**config.mk**
```make
export PLATFORM = sky130hd
export DESIGN_NAME = ps2_mouse_packet_decoder
export DESIGN_NICKNAME = d
export VERILOG_FILES = /design/src/rtl/ps2_mouse_pkg.sv /design/src/rtl/ps2_mouse_axis_clamp.sv /design/src/rtl/ps2_mouse_packet_decoder.sv
export SDC_FILE = /design/constraint.sdc
export NUM_CORES = 1
export LEC_CHECK = 0
export BUFFER_PORTS_ARGS = -buffer_cell sky130_fd_sc_hd__buf_2
export CAP_MARGIN = 0
export CORE_MARGIN = 2
export CORE_UTILIZATION = 40
export DETAILED_ROUTE_END_ITERATION = 7
export SLEW_MARGIN = 20
export SYNTH_ARGS = -nofsm -noshare
export SYNTH_HDL_FRONTEND = slang
export SYNTH_SLANG_ARGS = --single-unit
```
**constraint.sdc**
```tcl
create_clock -name clk -period 4.1 [get_ports clk]
set_input_delay 0.41 -clock clk [delete_from_list [all_inputs] [get_ports clk]]
set_output_delay 0.41 -clock clk [all_outputs]
set_load 0.03 [all_outputs]
```
**src/rtl/ps2_mouse_pkg.sv**
```systemverilog
// ps2_mouse_pkg: shared state enum, packet byte-0 bit positions, screen defaults and delta helper.
package ps2_mouse_pkg;

    typedef enum logic [1:0] {WAIT_B0, WAIT_B1, WAIT_B2, UPDATE} ps2_state_e;

    localparam int BTN_LEFT   = 0;
    localparam int BTN_RIGHT  = 1;
    localparam int BTN_MIDDLE = 2;
    localparam int SYNC_BIT   = 3;
    localparam int SIGN_X     = 4;
    localparam int SIGN_Y     = 5;
    localparam int OVF_X      = 6;
    localparam int OVF_Y      = 7;

    localparam int DEF_SCREEN_W = 320;
    localparam int DEF_SCREEN_H = 240;
    localparam int DEF_TIMEOUT  = 50000;

    // 9-bit two's-complement movement widened to 12 bits; an overflowed axis contributes nothing
    function automatic logic signed [11:0] delta_of(input logic sign, input logic ovf, input logic [7:0] mag);
        return ovf ? 12'sd0 : $signed({{4{sign}}, mag});
    endfunction

endpackage

```
**src/rtl/ps2_mouse_axis_clamp.sv**
```systemverilog
// ps2_mouse_axis_clamp: one cursor axis, signed add of a movement with saturation to 0..LIMIT-1.
module ps2_mouse_axis_clamp
    import ps2_mouse_pkg::*;
#(
    parameter int W     = 10,
    parameter int LIMIT = DEF_SCREEN_W
) (
    input  logic [W-1:0]        pos,
    input  logic signed [11:0]  delta,
    output logic [W-1:0]        result
);

    localparam logic signed [11:0] MAX = 12'(LIMIT - 1);

    logic signed [11:0] sum;

    assign sum    = $signed(12'(pos)) + delta;
    assign result = (sum < 12'sd0) ? '0 : (sum > MAX) ? W'(MAX) : sum[W-1:0];

endmodule

```
**src/rtl/ps2_mouse_packet_decoder.sv**
```systemverilog
// ps2_mouse_packet_decoder: frames 3-byte PS/2 mouse packets into a clamped cursor position and buttons.
// Define PS2_MOUSE_SYNC_CHECK_EN to reject byte-0 candidates whose always-one bit 3 is clear.
module ps2_mouse_packet_decoder
    import ps2_mouse_pkg::*;
#(
    parameter int SCREEN_W       = DEF_SCREEN_W,
    parameter int SCREEN_H       = DEF_SCREEN_H,
    parameter int TIMEOUT_CYCLES = DEF_TIMEOUT
) (
    input  logic       clk,
    input  logic       reset,
    input  logic [7:0] received_data,
    input  logic       received_data_en,
    input  logic       clear_position,
    output logic [9:0] x_pos,
    output logic [8:0] y_pos,
    output logic       left_button,
    output logic       right_button,
    output logic       middle_button,
    output logic       mousePressed,
    output logic       packet_valid,
    output logic       packet_error
);

    localparam int         CW    = $clog2(TIMEOUT_CYCLES + 1);
    localparam logic [9:0] X_MID = 10'(SCREEN_W / 2);
    localparam logic [8:0] Y_MID = 9'(SCREEN_H / 2);

    ps2_state_e state, state_d;
    logic          en_q, acc_q, sync_ok, timeout, sync_err, upd, take_b0;
    logic [7:0]    data_q, b0, b1, b2;
    logic [CW-1:0] cnt, cnt_d;
    logic [9:0]    new_x;
    logic [8:0]    new_y;

`ifdef PS2_MOUSE_SYNC_CHECK_EN
    assign sync_ok = data_q[SYNC_BIT];
`else
    assign sync_ok = 1'b1;
`endif

    assign upd     = state == UPDATE;
    // A byte arriving during UPDATE is already the next packet's byte 0
    assign take_b0 = acc_q && sync_ok && (state == WAIT_B0 || upd);

    always_comb begin
        state_d  = state;
        cnt_d    = '0;
        timeout  = 1'b0;
        sync_err = 1'b0;
        case (state)
            WAIT_B0, UPDATE: begin
                state_d  = (acc_q && sync_ok) ? WAIT_B1 : WAIT_B0;
                sync_err = acc_q && !sync_ok;
            end
            WAIT_B1, WAIT_B2: begin
                timeout = !acc_q && cnt == CW'(TIMEOUT_CYCLES);
                cnt_d   = (acc_q || timeout) ? '0 : cnt + 1'b1;
                state_d = timeout ? WAIT_B0 : !acc_q ? state : (state == WAIT_B1) ? WAIT_B2 : UPDATE;
            end
            default: state_d = WAIT_B0;
        endcase
    end

    always_ff @(posedge clk or negedge reset) begin
        if (!reset) begin
            state         <= WAIT_B0;
            cnt           <= '0;
            en_q          <= 1'b0;
            acc_q         <= 1'b0;
            data_q        <= '0;
            b0            <= '0;
            b1            <= '0;
            b2            <= '0;
            x_pos         <= X_MID;
            y_pos         <= Y_MID;
            left_button   <= 1'b0;
            right_button  <= 1'b0;
            middle_button <= 1'b0;
            mousePressed  <= 1'b0;
            packet_valid  <= 1'b0;
            packet_error  <= 1'b0;
        end else begin
            state  <= state_d;
            cnt    <= cnt_d;
            en_q   <= received_data_en;
            acc_q  <= received_data_en & ~en_q;
            if (received_data_en & ~en_q)
                data_q <= received_data;
            if (take_b0)
                b0 <= data_q;
            if (acc_q && state == WAIT_B1)
                b1 <= data_q;
            if (acc_q && state == WAIT_B2)
                b2 <= data_q;
            packet_valid <= upd;
            packet_error <= timeout | sync_err;
            mousePressed <= upd & b0[BTN_LEFT] & ~left_button;
            if (upd) begin
                left_button   <= b0[BTN_LEFT];
                right_button  <= b0[BTN_RIGHT];
                middle_button <= b0[BTN_MIDDLE];
            end
            if (clear_position) begin
                x_pos <= X_MID;
                y_pos <= Y_MID;
            end else if (upd) begin
                x_pos <= new_x;
                y_pos <= new_y;
            end
        end
    end

    ps2_mouse_axis_clamp #(.W(10), .LIMIT(SCREEN_W)) u_clamp_x (
        .pos    (x_pos),
        .delta  (delta_of(b0[SIGN_X], b0[OVF_X], b1)),
        .result (new_x)
    );

    // Screen Y grows downward while PS/2 +Y means up
    ps2_mouse_axis_clamp #(.W(9), .LIMIT(SCREEN_H)) u_clamp_y (
        .pos    (y_pos),
        .delta  (-delta_of(b0[SIGN_Y], b0[OVF_Y], b2)),
        .result (new_y)
    );

endmodule

```
==> results_dict.tcl <==
set metrics [dict create \
    syn_to_final_growth_pct 12.2 \
    run_status "complete, no violations" \
    rows 37 \
    wl_per_cell_um 15.6 \
    num_vias 3100 \
    worstHoldPathType "primary input to flop" \
    async_flop_share_pct 100 \
    clock_latency_ns 0.34 \
    clock-sinks 76 \
    power_uw 3290 \
    ant_nets 0 \
    yosys.area.top_type "dfrtp_1" \
    first_iter_violations 138 \
    r2r-end "x_pos[5]$_DFFE_PN1P_" \
    cts_setup_buffers 0 \
    grt_max_degree 77 \
    ys_warn_count 0 \
    dp_hpwl_um 6660 \
    slew_viol_final 0 \
    grt_overflow 0 \
    post_cts_resized 0 \
    ff2ff_path_depth 11 \
    crit_path_end_kind "flop" \
    peakVddDrop_v 0.000311 \
    synth_fp_nets 442 \
    crit_fanout 10 \
    via_per_inst 5.34 \
    drive_gt1_share_pct 22.7 \
    hold_viol 0 \
    fin_worst_skew_ns 0.0111 \
    synth_top_area_share_pct 41.0 \
    setup_viol 0 \
    synth.avg_cell_area_um2 10.6 \
    num_antenna_cells 0 \
    max_freq_ghz 0.345 \
    clk_pin_slew_worst_paths_ns 0.08 \
    synthCells 401 \
    maxCapViolations 0 \
    rsz0062_at_grt "no" \
    ctsLongestPathBuffers 2 \
    portBuffers 36 \
    antenna_found_initial 1 \
    worst_setup_path_start_kind "flop" \
    cp.required_ns 4.34 \
    clockRootBuffer "clkbuf_8" \
    synth_cell_types 60 \
    cts_buffers 9 \
    synthTopCellsByCount "70 x dfrtp_1, 36 x nor2_1, 33 x mux2_2" \
    leakage_uw 0.00213 \
    fin_nets 482 \
    synth-seq-cells 76 \
    grtUsageTotal_pct 16.9 \
    core_area_um2 10300 \
    synth_edf_count 0 \
    die_area_um2 11500 \
    synthFlopType "dfrtp_1" \
    setup.worst_path.class "flop to flop" \
    regToRegSetupSlack_ns 1.21 \
    cts_tree "built" \
    hold_start "received_data_en" \
    postCtsHoldBufs 0 \
    rr_startpoint "b0[6]$_DFFE_PN0P_" \
    remaining_drc_errors 0 \
    yosys-top-cells-area "dfrtp_1 41%, mux2_2 8.7%, ha_1 7.9%" \
    synth-seq-area-share_pct 44.7 \
    htree_levels 3 \
    period_minus_slack_ns 2.89 \
    start_util_pct 41.4 \
    place_congestion 0.878 \
    fin_crit_sh_pct 70.6 \
    die_w_um 107 \
    whs_path_depth 1 \
    synth.cell_area_um2 4270 \
    die_y_um 107 \
    synth_most_common_cell "dfrtp_1" \
    worst_pin_slew_ns 0.968 \
    grt_pass1_vias 3033 \
    arrival_ns 3.14 \
    nFillCells 966 \
    firstDrtPassIters 5 \
    slew_headroom_pct 35.5 \
    wl_um 9060 \
    tns_ns 0 \
    pwr_density_cell_nw_per_um2 687 \
    min_to "en_q$_DFF_PN0_" \
    pin_count 37 \
    grt_first_pass_wirelength_um 15200 \
]
worst max-delay path by stage:
stage | from | cells past startpoint | slack [ns] | to
3_5_place_dp | b0[6]$_DFFE_PN0P_ | 11 | 1.20 | x_pos[5]$_DFFE_PN1P_
3_3_place_gp | b0[6]$_DFFE_PN0P_ | 11 | 1.28 | x_pos[5]$_DFFE_PN1P_
2_1_floorplan | x_pos[0]$_DFFE_PN0P_ | 10 | 1.51 | x_pos[5]$_DFFE_PN1P_
4_1_cts | b0[6]$_DFFE_PN0P_ | 11 | 1.17 | x_pos[5]$_DFFE_PN1P_
6_report | b0[6]$_DFFE_PN0P_ | 11 | 1.21 | x_pos[5]$_DFFE_PN1P_
5_1_grt | b0[6]$_DFFE_PN0P_ | 11 | 0.95 | x_pos[5]$_DFFE_PN1P_
cells in the final DEF (no fill, tap or decap), types with 5 or more instances in the layout:
cell type / count
o21ai_0: 8
mux2_2: 33
inv_1: 20
nor2b_1: 13
o21ai_1: 8
a21oi_1: 18
nand2_1: 28
clkbuf_8: 9
buf_2: 35
and3_1: 7
o21a_1: 5
xnor2_1: 12
nor2_1: 36
dfstp_2: 6
dfrtp_1: 70
nand3_1: 11
a31oi_1: 5
o22ai_1: 7
nand4_1: 5
xor2_1: 12
ha_1: 27
where the power goes:
group	switching [uW]	internal [uW]
Sequential	134	938
Clock	272	338
Combinational	933	677
Total	1340	1950
cell families (layout without fill, tap and decap cells):
| logic type | Yosys count | after routing | synth area share, % |
|---|---|---|---|
| adder cells (fa/ha/maj) | 29 | 29 | 8.85 |
| AND/OR/NAND/NOR | 124 | 124 | 14.4 |
| AO/OA/AOI/OAI | 86 | 86 | 15.3 |
| buffers and inverters | 28 | 71 | 2.67 |
| flip-flops | 76 | 76 | 44.7 |
| multiplexers | 33 | 33 | 8.70 |
| XOR/XNOR | 25 | 25 | 5.30 |
per-stage QoR:
| step | area [um2] | hold WS (ns) | util (%) | setup WS, ns | instances |
|---|---|---|---|---|---|
| final | 4790 | 0.176 | 46.4 | 1.21 | 580 |
| after CTS | 4790 | 0.161 | 46.4 | 1.17 | 580 |
| after global routing | 4790 | 0.155 | 46.4 | 0.949 | 580 |
| after global placement | 4590 | 0.439 | 44.4 | 1.28 | 566 |
| after floorplan | 4270 | 0.114 | - | 1.51 | 401 |
| after detailed placement | 4590 | 0.444 | 44.4 | 1.20 | 566 |
flip-flops by register name, summed over array words and instances, names as in the netlist, 2 cells and up:
signal	flops
b1	8
b2	8
data_q	8
state	2
b0	7
y_pos	9
x_pos	10
cnt	16
worst max-delay path, stage by stage, from the launching register on:
cell and delay [ns]:
dfrtp_1 0.48, nor2b_1 0.14, ha_1 0.17, inv_1 0.06, fa_1 0.41, nor2b_1 0.26
o31ai_4 0.11, a21oi_2 0.21, xor2_2 0.13, o311a_1 0.17, a2111oi_4 0.51, a31oi_1 0.15
metal layers:
| layer | GRT usage, % | vias up | share of wire (%) |
|---|---|---|---|
| li1 | - | 1516 | - |
| met1 | 24.4 | 1493 | 49 |
| met2 | 25.6 | 81 | 45 |
| met3 | 2.54 | 10 | 4.6 |
| met4 | 6.31 | 0 | 1.4 |
| met5 | 0 | - | 0 |
area by class of cell:
cell class	count	area, um2	area share (%)
clock inverter	4	76.3	1.59
multi-input combinational	297	2250	46.9
sequential	76	1910	39.8
clock buffer	10	128	2.66
inverter	21	78.8	1.64
tap	136	170	3.55
timing repair buffer	36	183	3.81
(Power assumes the default switching activity.)
